### config.mk
export PLATFORM = sky130hd
export DESIGN_NAME = dcache_l2_write_buffer_flat
export DESIGN_NICKNAME = d
export VERILOG_FILES = /design/src/rtl/dcache_l2_write_buffer_if.sv /design/src/rtl/dcache_l2_write_buffer.sv /design/src/flat_wrapper.sv
export SDC_FILE = /design/constraint.sdc
export NUM_CORES = 2
export LEC_CHECK = 0
export BUFFER_PORTS_ARGS = -buffer_cell sky130_fd_sc_hd__buf_2
export CAP_MARGIN = 20
export CORE_AREA = 2 2 482 484
export CTS_CLUSTER_DIAMETER = 150
export DETAILED_ROUTE_END_ITERATION = 7
export DIE_AREA = 0 0 484 486
export GPL_ROUTABILITY_DRIVEN = 0
export PLACE_DENSITY_LB_ADDON = 0.08
export REMOVE_ABC_BUFFERS = 1
export SLEW_MARGIN = 20
export SYNTH_ARGS = -nofsm -noshare
export SYNTH_HDL_FRONTEND = slang
export SYNTH_SLANG_ARGS = --single-unit
### constraint.sdc
create_clock -name clk -period 4.91 [get_ports clk]
set_input_delay 0.982 -clock clk [delete_from_list [all_inputs] [get_ports clk]]
set_output_delay 0.982 -clock clk [all_outputs]
set_load 0.05 [all_outputs]
### src/rtl/dcache_l2_write_buffer_if.sv
// Cache/memory-side bundle for the L2 write buffer. The buffer uses the slave view;
// the cache and memory model together use the master view.
interface dcache_l2_write_buffer_if #(
  parameter int unsigned ADDR_BITS = 32,
  parameter int unsigned DC_DW     = 256
);
  logic                 write_l2_valid_i;
  logic [ADDR_BITS-1:0] write_l2_addr_i;
  logic [DC_DW-1:0]     write_l2_data_i;
  logic                 wb_full_o;
  logic                 wb_empty_o;
  logic                 request_l2_valid_i;
  logic [ADDR_BITS-1:0] request_l2_addr_i;
  logic                 rd_ready_o;
  logic                 update_l2_valid_o;
  logic [ADDR_BITS-1:0] update_l2_addr_o;
  logic [DC_DW-1:0]     update_l2_data_o;
  logic                 mem_wr_valid_o;
  logic [ADDR_BITS-1:0] mem_wr_addr_o;
  logic [DC_DW-1:0]     mem_wr_data_o;
  logic                 mem_wr_ready_i;
  logic                 mem_rd_valid_o;
  logic [ADDR_BITS-1:0] mem_rd_addr_o;
  logic                 mem_rd_ready_i;
  logic                 mem_resp_valid_i;
  logic [ADDR_BITS-1:0] mem_resp_addr_i;
  logic [DC_DW-1:0]     mem_resp_data_i;

  modport slave (
    input  write_l2_valid_i, write_l2_addr_i, write_l2_data_i,
    input  request_l2_valid_i, request_l2_addr_i,
    input  mem_wr_ready_i, mem_rd_ready_i,
    input  mem_resp_valid_i, mem_resp_addr_i, mem_resp_data_i,
    output wb_full_o, wb_empty_o, rd_ready_o,
    output update_l2_valid_o, update_l2_addr_o, update_l2_data_o,
    output mem_wr_valid_o, mem_wr_addr_o, mem_wr_data_o,
    output mem_rd_valid_o, mem_rd_addr_o
  );

  modport master (
    output write_l2_valid_i, write_l2_addr_i, write_l2_data_i,
    output request_l2_valid_i, request_l2_addr_i,
    output mem_wr_ready_i, mem_rd_ready_i,
    output mem_resp_valid_i, mem_resp_addr_i, mem_resp_data_i,
    input  wb_full_o, wb_empty_o, rd_ready_o,
    input  update_l2_valid_o, update_l2_addr_o, update_l2_data_o,
    input  mem_wr_valid_o, mem_wr_addr_o, mem_wr_data_o,
    input  mem_rd_valid_o, mem_rd_addr_o
  );
endinterface

### src/rtl/dcache_l2_write_buffer.sv
// Coalescing write buffer between the D-cache L2 ports and memory, with read forwarding
// from buffered lines so reads never see stale memory behind a pending write.
module dcache_l2_write_buffer #(
  parameter int unsigned ADDR_BITS = 32,
  parameter int unsigned DC_DW     = 256,
  parameter int unsigned DEPTH     = 4
) (
  input logic                     clk,
  input logic                     rst_n,
  dcache_l2_write_buffer_if.slave bus
);

  localparam int unsigned PtrW = $clog2(DEPTH);
  localparam int unsigned CntW = $clog2(DEPTH + 1);

  typedef logic [PtrW-1:0] ptr_t;
  typedef enum logic [1:0] {StIdle, StReq, StWait} rd_state_e;

  logic [DEPTH-1:0]     valid_q, valid_d;
  logic [ADDR_BITS-1:0] addr_q [DEPTH];
  logic [ADDR_BITS-1:0] addr_d [DEPTH];
  logic [DC_DW-1:0]     data_q [DEPTH];
  logic [DC_DW-1:0]     data_d [DEPTH];
  ptr_t                 head_q, head_d, tail_q, tail_d;
  logic [CntW-1:0]      count_q, count_d;

  rd_state_e            state_q, state_d;
  logic                 hit_valid_q, hit_valid_d;
  logic [ADDR_BITS-1:0] hit_addr_q, hit_addr_d;
  logic [DC_DW-1:0]     hit_data_q, hit_data_d;
  logic [ADDR_BITS-1:0] rd_addr_q, rd_addr_d;

  logic                 full, empty, pop, push;
  logic                 wr_hit;
  ptr_t                 wr_idx;
  logic                 rd_ready;
  logic                 rd_hit;
  logic [DC_DW-1:0]     rd_hit_data;

  assign full  = (count_q == CntW'(DEPTH));
  assign empty = (count_q == '0);
  assign pop   = !empty && bus.mem_wr_ready_i;

  // The head leaving this cycle is excluded so a rewrite of it lands in a fresh entry.
  always_comb begin
    wr_hit = 1'b0;
    wr_idx = '0;
    for (int i = 0; i < DEPTH; i++) begin
      if (valid_q[i] && (addr_q[i] == bus.write_l2_addr_i) && !(pop && (ptr_t'(i) == head_q))) begin
        wr_hit = 1'b1;
        wr_idx = ptr_t'(i);
      end
    end
  end

  assign push = bus.write_l2_valid_i && !wr_hit && !full;

  always_comb begin
    valid_d = valid_q;
    addr_d  = addr_q;
    data_d  = data_q;
    head_d  = head_q;
    tail_d  = tail_q;
    if (bus.write_l2_valid_i && wr_hit) begin
      data_d[wr_idx] = bus.write_l2_data_i;
    end
    if (push) begin
      valid_d[tail_q] = 1'b1;
      addr_d[tail_q]  = bus.write_l2_addr_i;
      data_d[tail_q]  = bus.write_l2_data_i;
      tail_d          = tail_q + ptr_t'(1);
    end
    if (pop) begin
      valid_d[head_q] = 1'b0;
      head_d          = head_q + ptr_t'(1);
    end
    count_d = count_q + CntW'(push) - CntW'(pop);
  end

  // Read lookup sees every valid entry (popping head included); incoming write wins.
  always_comb begin
    rd_hit      = 1'b0;
    rd_hit_data = '0;
    for (int i = 0; i < DEPTH; i++) begin
      if (valid_q[i] && (addr_q[i] == bus.request_l2_addr_i)) begin
        rd_hit      = 1'b1;
        rd_hit_data = data_q[i];
      end
    end
    if (bus.write_l2_valid_i && (bus.write_l2_addr_i == bus.request_l2_addr_i)) begin
      rd_hit      = 1'b1;
      rd_hit_data = bus.write_l2_data_i;
    end
  end

  assign rd_ready = (state_q == StIdle) && !hit_valid_q;

  always_comb begin
    state_d     = state_q;
    rd_addr_d   = rd_addr_q;
    hit_valid_d = hit_valid_q;
    hit_addr_d  = hit_addr_q;
    hit_data_d  = hit_data_q;
    // A pending hit yields to any memory response and retries the next cycle.
    if (hit_valid_q && !bus.mem_resp_valid_i) begin
      hit_valid_d = 1'b0;
    end
    case (state_q)
      StIdle: begin
        if (bus.request_l2_valid_i && rd_ready) begin
          if (rd_hit) begin
            hit_valid_d = 1'b1;
            hit_addr_d  = bus.request_l2_addr_i;
            hit_data_d  = rd_hit_data;
          end else begin
            rd_addr_d = bus.request_l2_addr_i;
            state_d   = StReq;
          end
        end
      end
      StReq: begin
        if (bus.mem_rd_ready_i) state_d = StWait;
      end
      StWait: begin
        if (bus.mem_resp_valid_i) state_d = StIdle;
      end
      default: state_d = StIdle;
    endcase
  end

  always_ff @(posedge clk or negedge rst_n) begin
    if (!rst_n) begin
      valid_q     <= '0;
      head_q      <= '0;
      tail_q      <= '0;
      count_q     <= '0;
      state_q     <= StIdle;
      hit_valid_q <= 1'b0;
      hit_addr_q  <= '0;
      hit_data_q  <= '0;
      rd_addr_q   <= '0;
      for (int i = 0; i < DEPTH; i++) begin
        addr_q[i] <= '0;
        data_q[i] <= '0;
      end
    end else begin
      valid_q     <= valid_d;
      head_q      <= head_d;
      tail_q      <= tail_d;
      count_q     <= count_d;
      state_q     <= state_d;
      hit_valid_q <= hit_valid_d;
      hit_addr_q  <= hit_addr_d;
      hit_data_q  <= hit_data_d;
      rd_addr_q   <= rd_addr_d;
      for (int i = 0; i < DEPTH; i++) begin
        addr_q[i] <= addr_d[i];
        data_q[i] <= data_d[i];
      end
    end
  end

  assign bus.wb_full_o         = full;
  assign bus.wb_empty_o        = empty;
  assign bus.mem_wr_valid_o    = !empty;
  assign bus.mem_wr_addr_o     = addr_q[head_q];
  assign bus.mem_wr_data_o     = data_q[head_q];
  assign bus.rd_ready_o        = rd_ready;
  assign bus.mem_rd_valid_o    = (state_q == StReq);
  assign bus.mem_rd_addr_o     = rd_addr_q;
  assign bus.update_l2_valid_o = bus.mem_resp_valid_i || hit_valid_q;
  assign bus.update_l2_addr_o  = bus.mem_resp_valid_i ? bus.mem_resp_addr_i : hit_addr_q;
  assign bus.update_l2_data_o  = bus.mem_resp_valid_i ? bus.mem_resp_data_i : hit_data_q;

endmodule
### src/flat_wrapper.sv
// flat-port wrapper written by rule: the top's interface ports become plain ports
module dcache_l2_write_buffer_flat 
#(
  parameter int unsigned ADDR_BITS = 32,
  parameter int unsigned DC_DW     = 256,
  parameter int unsigned DEPTH     = 4
)
  (clk, rst_n, bus_write_l2_valid_i, bus_write_l2_addr_i, bus_write_l2_data_i, bus_request_l2_valid_i, bus_request_l2_addr_i, bus_mem_wr_ready_i, bus_mem_rd_ready_i, bus_mem_resp_valid_i, bus_mem_resp_addr_i, bus_mem_resp_data_i, bus_wb_full_o, bus_wb_empty_o, bus_rd_ready_o, bus_update_l2_valid_o, bus_update_l2_addr_o, bus_update_l2_data_o, bus_mem_wr_valid_o, bus_mem_wr_addr_o, bus_mem_wr_data_o, bus_mem_rd_valid_o, bus_mem_rd_addr_o);
  dcache_l2_write_buffer_if #(.ADDR_BITS(ADDR_BITS), .DC_DW(DC_DW)) bus_i ();
  input logic clk;
  input logic rst_n;
  input wire logic [$bits(bus_i.write_l2_valid_i)-1:0] bus_write_l2_valid_i;
  input wire logic [$bits(bus_i.write_l2_addr_i)-1:0] bus_write_l2_addr_i;
  input wire logic [$bits(bus_i.write_l2_data_i)-1:0] bus_write_l2_data_i;
  input wire logic [$bits(bus_i.request_l2_valid_i)-1:0] bus_request_l2_valid_i;
  input wire logic [$bits(bus_i.request_l2_addr_i)-1:0] bus_request_l2_addr_i;
  input wire logic [$bits(bus_i.mem_wr_ready_i)-1:0] bus_mem_wr_ready_i;
  input wire logic [$bits(bus_i.mem_rd_ready_i)-1:0] bus_mem_rd_ready_i;
  input wire logic [$bits(bus_i.mem_resp_valid_i)-1:0] bus_mem_resp_valid_i;
  input wire logic [$bits(bus_i.mem_resp_addr_i)-1:0] bus_mem_resp_addr_i;
  input wire logic [$bits(bus_i.mem_resp_data_i)-1:0] bus_mem_resp_data_i;
  output wire logic [$bits(bus_i.wb_full_o)-1:0] bus_wb_full_o;
  output wire logic [$bits(bus_i.wb_empty_o)-1:0] bus_wb_empty_o;
  output wire logic [$bits(bus_i.rd_ready_o)-1:0] bus_rd_ready_o;
  output wire logic [$bits(bus_i.update_l2_valid_o)-1:0] bus_update_l2_valid_o;
  output wire logic [$bits(bus_i.update_l2_addr_o)-1:0] bus_update_l2_addr_o;
  output wire logic [$bits(bus_i.update_l2_data_o)-1:0] bus_update_l2_data_o;
  output wire logic [$bits(bus_i.mem_wr_valid_o)-1:0] bus_mem_wr_valid_o;
  output wire logic [$bits(bus_i.mem_wr_addr_o)-1:0] bus_mem_wr_addr_o;
  output wire logic [$bits(bus_i.mem_wr_data_o)-1:0] bus_mem_wr_data_o;
  output wire logic [$bits(bus_i.mem_rd_valid_o)-1:0] bus_mem_rd_valid_o;
  output wire logic [$bits(bus_i.mem_rd_addr_o)-1:0] bus_mem_rd_addr_o;
  assign bus_i.write_l2_valid_i = bus_write_l2_valid_i;
  assign bus_i.write_l2_addr_i = bus_write_l2_addr_i;
  assign bus_i.write_l2_data_i = bus_write_l2_data_i;
  assign bus_i.request_l2_valid_i = bus_request_l2_valid_i;
  assign bus_i.request_l2_addr_i = bus_request_l2_addr_i;
  assign bus_i.mem_wr_ready_i = bus_mem_wr_ready_i;
  assign bus_i.mem_rd_ready_i = bus_mem_rd_ready_i;
  assign bus_i.mem_resp_valid_i = bus_mem_resp_valid_i;
  assign bus_i.mem_resp_addr_i = bus_mem_resp_addr_i;
  assign bus_i.mem_resp_data_i = bus_mem_resp_data_i;
  assign bus_wb_full_o = bus_i.wb_full_o;
  assign bus_wb_empty_o = bus_i.wb_empty_o;
  assign bus_rd_ready_o = bus_i.rd_ready_o;
  assign bus_update_l2_valid_o = bus_i.update_l2_valid_o;
  assign bus_update_l2_addr_o = bus_i.update_l2_addr_o;
  assign bus_update_l2_data_o = bus_i.update_l2_data_o;
  assign bus_mem_wr_valid_o = bus_i.mem_wr_valid_o;
  assign bus_mem_wr_addr_o = bus_i.mem_wr_addr_o;
  assign bus_mem_wr_data_o = bus_i.mem_wr_data_o;
  assign bus_mem_rd_valid_o = bus_i.mem_rd_valid_o;
  assign bus_mem_rd_addr_o = bus_i.mem_rd_addr_o;
  dcache_l2_write_buffer #(.ADDR_BITS(ADDR_BITS), .DC_DW(DC_DW), .DEPTH(DEPTH)) u_core (.clk(clk), .rst_n(rst_n), .bus(bus_i));
endmodule
-- After elaboration in Yosys (flattened, before gate mapping)
Cells that the tools add are included.
- register bits after elaboration: 1486
- output and inout bits: 614
- input port bits: 615
- bitwise operators: 7
- $lt $le $gt $ge: 9
- add/subtract/negate cells: 4
- equality and inequality tests: 19
- mux-type cells: 51
- reductions and logical operators: 44
- operator list (cell ; number):
    two-way mux 256 bit ; 10
    bitwise mux 1024 bit ; 2
    two-way mux 1024 bit ; 2
    demux 256 bit (select 2 bit) ; 2
    binary-select mux 256 bit (select 2 bit) ; 1
    == test 32 bit ; 9
    bitwise mux 128 bit ; 1
    two-way mux 32 bit ; 4
    binary-select mux 32 bit (select 2 bit) ; 1
    demux 32 bit (select 2 bit) ; 1
    logical AND 1 bit ; 28
    two-way mux 1 bit ; 16
    two-way mux 2 bit ; 6
    greater-or-equal comparator 3 bit, second input constant ; 3
    zero test 1 bit ; 9
    NOT 2 -> 3 bit ; 3
    two-way mux 4 bit ; 2
    != test 2 bit, second input constant ; 4
    less-than comparator 2 x 3 -> 1 bit, second input constant ; 2
    less-than comparator 3 x 1 -> 1 bit, second input constant ; 2
    one-hot mux 2 bit (3 select lines) ; 1
    AND reduction 3 bit ; 2
    adder 2 x 1 -> 2 bit, second input constant ; 2
    AND 4 bit ; 1
    other kinds (16) ; 20

-- Depth between registers and ports, before layout
- depth in word-level cells: 18
- gate-level depth with buffers: 14
- depth with buffers taken out: 11

-- Worst setup path before layout
Ideal clock, no wire load.
- path type: flip-flop to flip-flop
- start: reg u_core.head_q[0]
- end: reg u_core.count_q[2]
- data required time: 4.787 ns
- cell stages (with the launch flop): 15
- data arrival time: 4.004 ns
- slack: 0.783 ns
- period minus slack after synthesis: 4.127 ns
- cells stage by stage: dfrtp_1 clkbuf_1 buf_1 buf_1 inv_1 ha_1 a2111oi_0 and4_1 clkbuf_1 nor4_2 and2_1 ha_1 fa_1 xor2_1 xnor2_1
- cells in the longest elaborated chain, start to end: 13
- elaborated cells between the ends (all ways): 25
- classes of those cells: add/sub (2); eq/ne (3); mux (4); reduce/logical (16)
- RTL lines (item ; RTL line ; RTL):
    start, declared ; dcache_l2_write_buffer.sv:24 ; ptr_t head_q, head_d, tail_q, tail_d;
    start signal, assigned ; dcache_l2_write_buffer.sv:134 ; head_q <= '0;
    start signal, assigned ; dcache_l2_write_buffer.sv:148 ; head_q <= head_d;
    zero test 2 bit ; dcache_l2_write_buffer.sv:49 ; if (valid_q[i] && (addr_q[i] == bus.write_l2_addr_i) && !(pop && (ptr_t'(i) == head_q))) begin
    logical AND 1 bit ; dcache_l2_write_buffer.sv:49 ;
    zero test 1 bit ; dcache_l2_write_buffer.sv:49 ;
    logical AND 1 bit ; dcache_l2_write_buffer.sv:49 ;
    two-way mux 1 bit (3 in a row) ; dcache_l2_write_buffer.sv:49 ;
    two-way mux 1 bit (*) ; dcache_l2_write_buffer.sv:49 ;
    zero test 1 bit (*) ; dcache_l2_write_buffer.sv:56 ; assign push = bus.write_l2_valid_i && !wr_hit && !full;
    logical AND 1 bit (*) (2 in a row) ; dcache_l2_write_buffer.sv:56 ;
    adder 3 x 1 -> 3 bit (*) ; dcache_l2_write_buffer.sv:77 ; count_d = count_q + CntW'(push) - CntW'(pop);
    subtractor 3 x 1 -> 3 bit (*) ; dcache_l2_write_buffer.sv:77 ;
    named net u_core.count_d[2] ; dcache_l2_write_buffer.sv:25 ; logic [CntW-1:0] count_q, count_d;
    end signal, assigned ; dcache_l2_write_buffer.sv:150 ; count_q <= count_d;
    end, declared ; dcache_l2_write_buffer.sv:25 ;
Mark *: on every way through the listed nets, which the timed path passes. The rest lies on a longest branch.
A chain may end at the register's enable or synchronous reset.

-- Final worst setup path
- start: reg u_core.head_q[1]
- end: out bus_mem_wr_data_o[255]
- cells in the longest elaborated chain, start to end: 4
- RTL lines (item ; RTL line ; RTL):
    NOT 2 -> 3 bit (implied by the code) ; dcache_l2_write_buffer.sv:167 ; assign bus.mem_wr_data_o = data_q[head_q];
    binary-select mux 256 bit (select 2 bit) ; dcache_l2_write_buffer.sv:167 ;
    two-way mux 256 bit (implied by the code) (2 in a row) ; dcache_l2_write_buffer.sv:167 ;
    end, declared ; flat_wrapper.sv:30 ; output wire logic [$bits(bus_i.mem_wr_data_o)-1:0] bus_mem_wr_data_o;
Every way passes these cells. The select of a mux whose other input is x is not followed.

==> results.md <==
* Switch Pwr at ~31 mW
* Root Driver: clkbuf_16
* Peak VDD IR at 0.510 mV
* CP endpoint: bus_mem_wr_data_o[255]
* Post-route ant nets at 0
* Max-slew violations at 0
* Measured slew at the worst slew-check pin at between 1 and 1.5 ns
* Total wire length at approximately 340000 um
* WP data required at about 3.9 ns
* CTS tree: built
* Setup repair after global routing missed its margin: false
* Worst-Skew Late Latency at between 0.8 and 0.9 ns
* Setup Fix Bufs, Post-CTS at 0
* Asr flop ratio synth at 100%
* Initial drt markers at 5517
* Post-CTS Hold Buffers at 0
* Critical path startpoint category: flop
* Most frequent cells after synthesis: 1486 x dfrtp_1, 846 x mux2_1, 657 x mux2_2
* Prevailing post-synth register cell: dfrtp_1
* Crit end category: primary output
* Power Density at between 600 and 700 mW/mm2
* Die area at between 0.2 and 0.25 mm2
* Reg2reg setup slack at ~0.84 ns
* Maximum clock frequency at between 200 and 250 MHz
* PnR worst setup slack at 0.315 ns
* Reg-to-Reg End: u_core.data_q[406]$_DFF_PN0_
* Largest net degree at the start of global routing at 126
* HP Class: input port to async pin
* Area contributors post-synth: dfrtp_1 45%, mux2_1 12%, mux2_2 8.9%, mux4_2 7.8%, o32a_1 3.1%
* Worst slew margin at ~25%
* Resized cells post-CTS at 0
* Initial DRT Pass Iterations at 6
* I/O pin count at 1229
* CP max FO at 54
* Number of CTS-inserted buffers at 180
* Synth Register Bits at approximately 1500
* First-pass GRT wire length at 487000 um
* Mapped Avg Cell Area at ~12 um2
* # rows at about 180
* Final routed DRC violation total at 0
* Vias in the first global route at between 60000 and 70000
* Clock network power share at approximately a fifth
* Final TNS setup at 0 ns
* Core ar. at approximately 0.23 mm2
* Worst hold margin at approximately 0.17 ns
* Worst slack, placed at about 0.13 ns
* Cell area after layout at roughly 0.098 mm2
* Synth Instances at 7020
* Starting Density at between 30% and 40%
* Vias per cell at ~6
* Post-synth EDFFs at 0
* Max Root-Sink Buffers at 3
* Placed inst area at about 0.09 mm2
* Internal at approximately 37 mW
* Number of H-tree levels at 4
* Sequential area share after synthesis at around 45%
* Util after Layout at 42.9%
* Largest area contributor in the synthesized netlist: dfrtp_1
* Setup skew after layout at a little over 0.04 ns
* Final setup viols at 0
* Die H at ~500 um
* Worst reg2reg path depth at 7
* Leak at approximately 45 nW
* Routed WL per cell at slightly above 30 um
* Most frequent cell after synthesis: dfrtp_1
* Synth top area share at 45.0%
* Status: finished clean
* Area grow syn2layout at 19.0%
* Period utilisation layout at between 90% and 100%
* Flop pwr share at a little under a third
* Final HPWL DP at about 220000 um
* Setup crit start: u_core.head_q[1]$_DFFE_PN0P_
* Port bufs at about 1200
* Layout net count at between 8000 and 9000
* Critical path type: flop to primary output
* Die Wd at approximately 480 um
* Post-synthesis cell type count at 52
* CP arrival at 3.61 ns
* Share of cells above drive strength 1 at 33.2%
* Clock sinks at between 1000 and 1500
* Sw Share at 46.0%
* Synthesized area at approximately 0.083 mm2
* GRT Resource Usage Total at around 28%
* Number of max-cap violations at 0
* GR Overflow Total at 0
* Yosys warns at 0
* FF-to-FF Start: u_core.head_q[1]$_DFFE_PN0P_
* Final count of hold timing violations at 0
* Via Count at 65300
* Logic gate share of total power at 48.3%
* Worst-path clk slew at about 0.060 ns
* Initial antenna violation count at approximately 120
* Tmin final at about 4.6 ns
[power groups by stage]
| stage | clock network, mW | registers, mW | logic [mW] |
|---|---|---|---|
| floorplan | 0 | 21.0 | 20.5 |
| global placement | 0 | 21.3 | 32.5 |
| detailed placement | 0 | 21.4 | 32.7 |
| CTS | 14.0 | 21.2 | 32.8 |
| global route | 14.5 | 22.0 | 34.1 |
| finish | 13.6 | 21.4 | 32.7 |
[cells by family after synthesis]
kind of cell,synth area share (%)
simple gates,9.24
xor+xnor,3.01
flops,45.0
mux,28.3
fa+ha+maj,0.176
compound gates,8.00
buf+inv,6.28
[flip-flops by register name, indices dropped and copies added (netlist names)]
signal	cells
u_core.hit_valid_q	1
u_core.head_q	2
u_core.hit_data_q	256
u_core.state_q	2
u_core.bus.mem_rd_addr_o	32
u_core.tail_q	2
u_core.addr_q	128
u_core.hit_addr_q	32
u_core.valid_q	4
u_core.data_q	1024
u_core.count_q	3
[how the worst min path moves through the flow]
stage	startpoint	to	slack, ns	depth (start not counted)
after detailed placement	u_core.hit_data_q[161]$_DFFE_PN0P_	u_core.hit_data_q[161]$_DFFE_PN0P_	0.47	1
after global routing	rst_n	u_core.data_q[129]$_DFF_PN0_	0.18	1
after floorplan	u_core.hit_data_q[100]$_DFFE_PN0P_	u_core.hit_data_q[100]$_DFFE_PN0P_	0.45	1
final	rst_n	u_core.data_q[897]$_DFF_PN0_	0.17	1
after global placement	u_core.hit_data_q[189]$_DFFE_PN0P_	u_core.hit_data_q[189]$_DFFE_PN0P_	0.46	1
after CTS	rst_n	u_core.data_q[662]$_DFF_PN0_	0.11	1
[worst max-delay path, stage by stage (launching register included)]
cell and delay (ns):
dfrtp_4 0.92, buf_4 0.93, mux4_2 0.61, buf_2 0.23
[layout by cell type (no fill, tap or decap), types with 52 or more instances in the layout]
cell type     n
nor4_1      296
nor2_1      262
mux4_2      288
nand2_1     262
mux2_1      846
and3_1      258
xor2_1      146
and2_1      258
o22ai_1     257
buf_4       113
clkbuf_8     52
xnor2_1     138
mux2_2      657
buf_2      1226
dfrtp_1    1484
buf_12       94
inv_1       533
a311oi_1    256
clkbuf_16   183
o32a_1      256
[layer usage]
metal	part of all wire, %	GRT usage (%)	up-vias
met1	42	37.2	34100
met5	0.14	0	-
met2	47	43.7	2751
li1	-	-	27700
met4	4.2	12.1	74
met3	7.1	5.99	663
[area by class of cell]
cell class / instances / area [um2]
Clock buffer: 284 / 5480
Inverter: 533 / 2000
Sequential cell: 1486 / 37200
Timing Repair Buffer: 1434 / 8880
Fill cell: 21800 / 131000
Multi-Input combinational cell: 4311 / 40400
Antenna cell: 41 / 103
Tap cell: 3026 / 3790
Clock inverter: 45 / 541
[metrics by stage]
| step | cells | power (mW) |
|---|---|---|
| floorplan | 6330 | 41.5 |
| global route | 11100 | 70.5 |
| finish | 11200 | 67.7 |
| detailed placement | 10800 | 54.2 |
| CTS | 11100 | 68.1 |
| global placement | 10800 | 53.7 |
(Power assumes the default switching activity.)
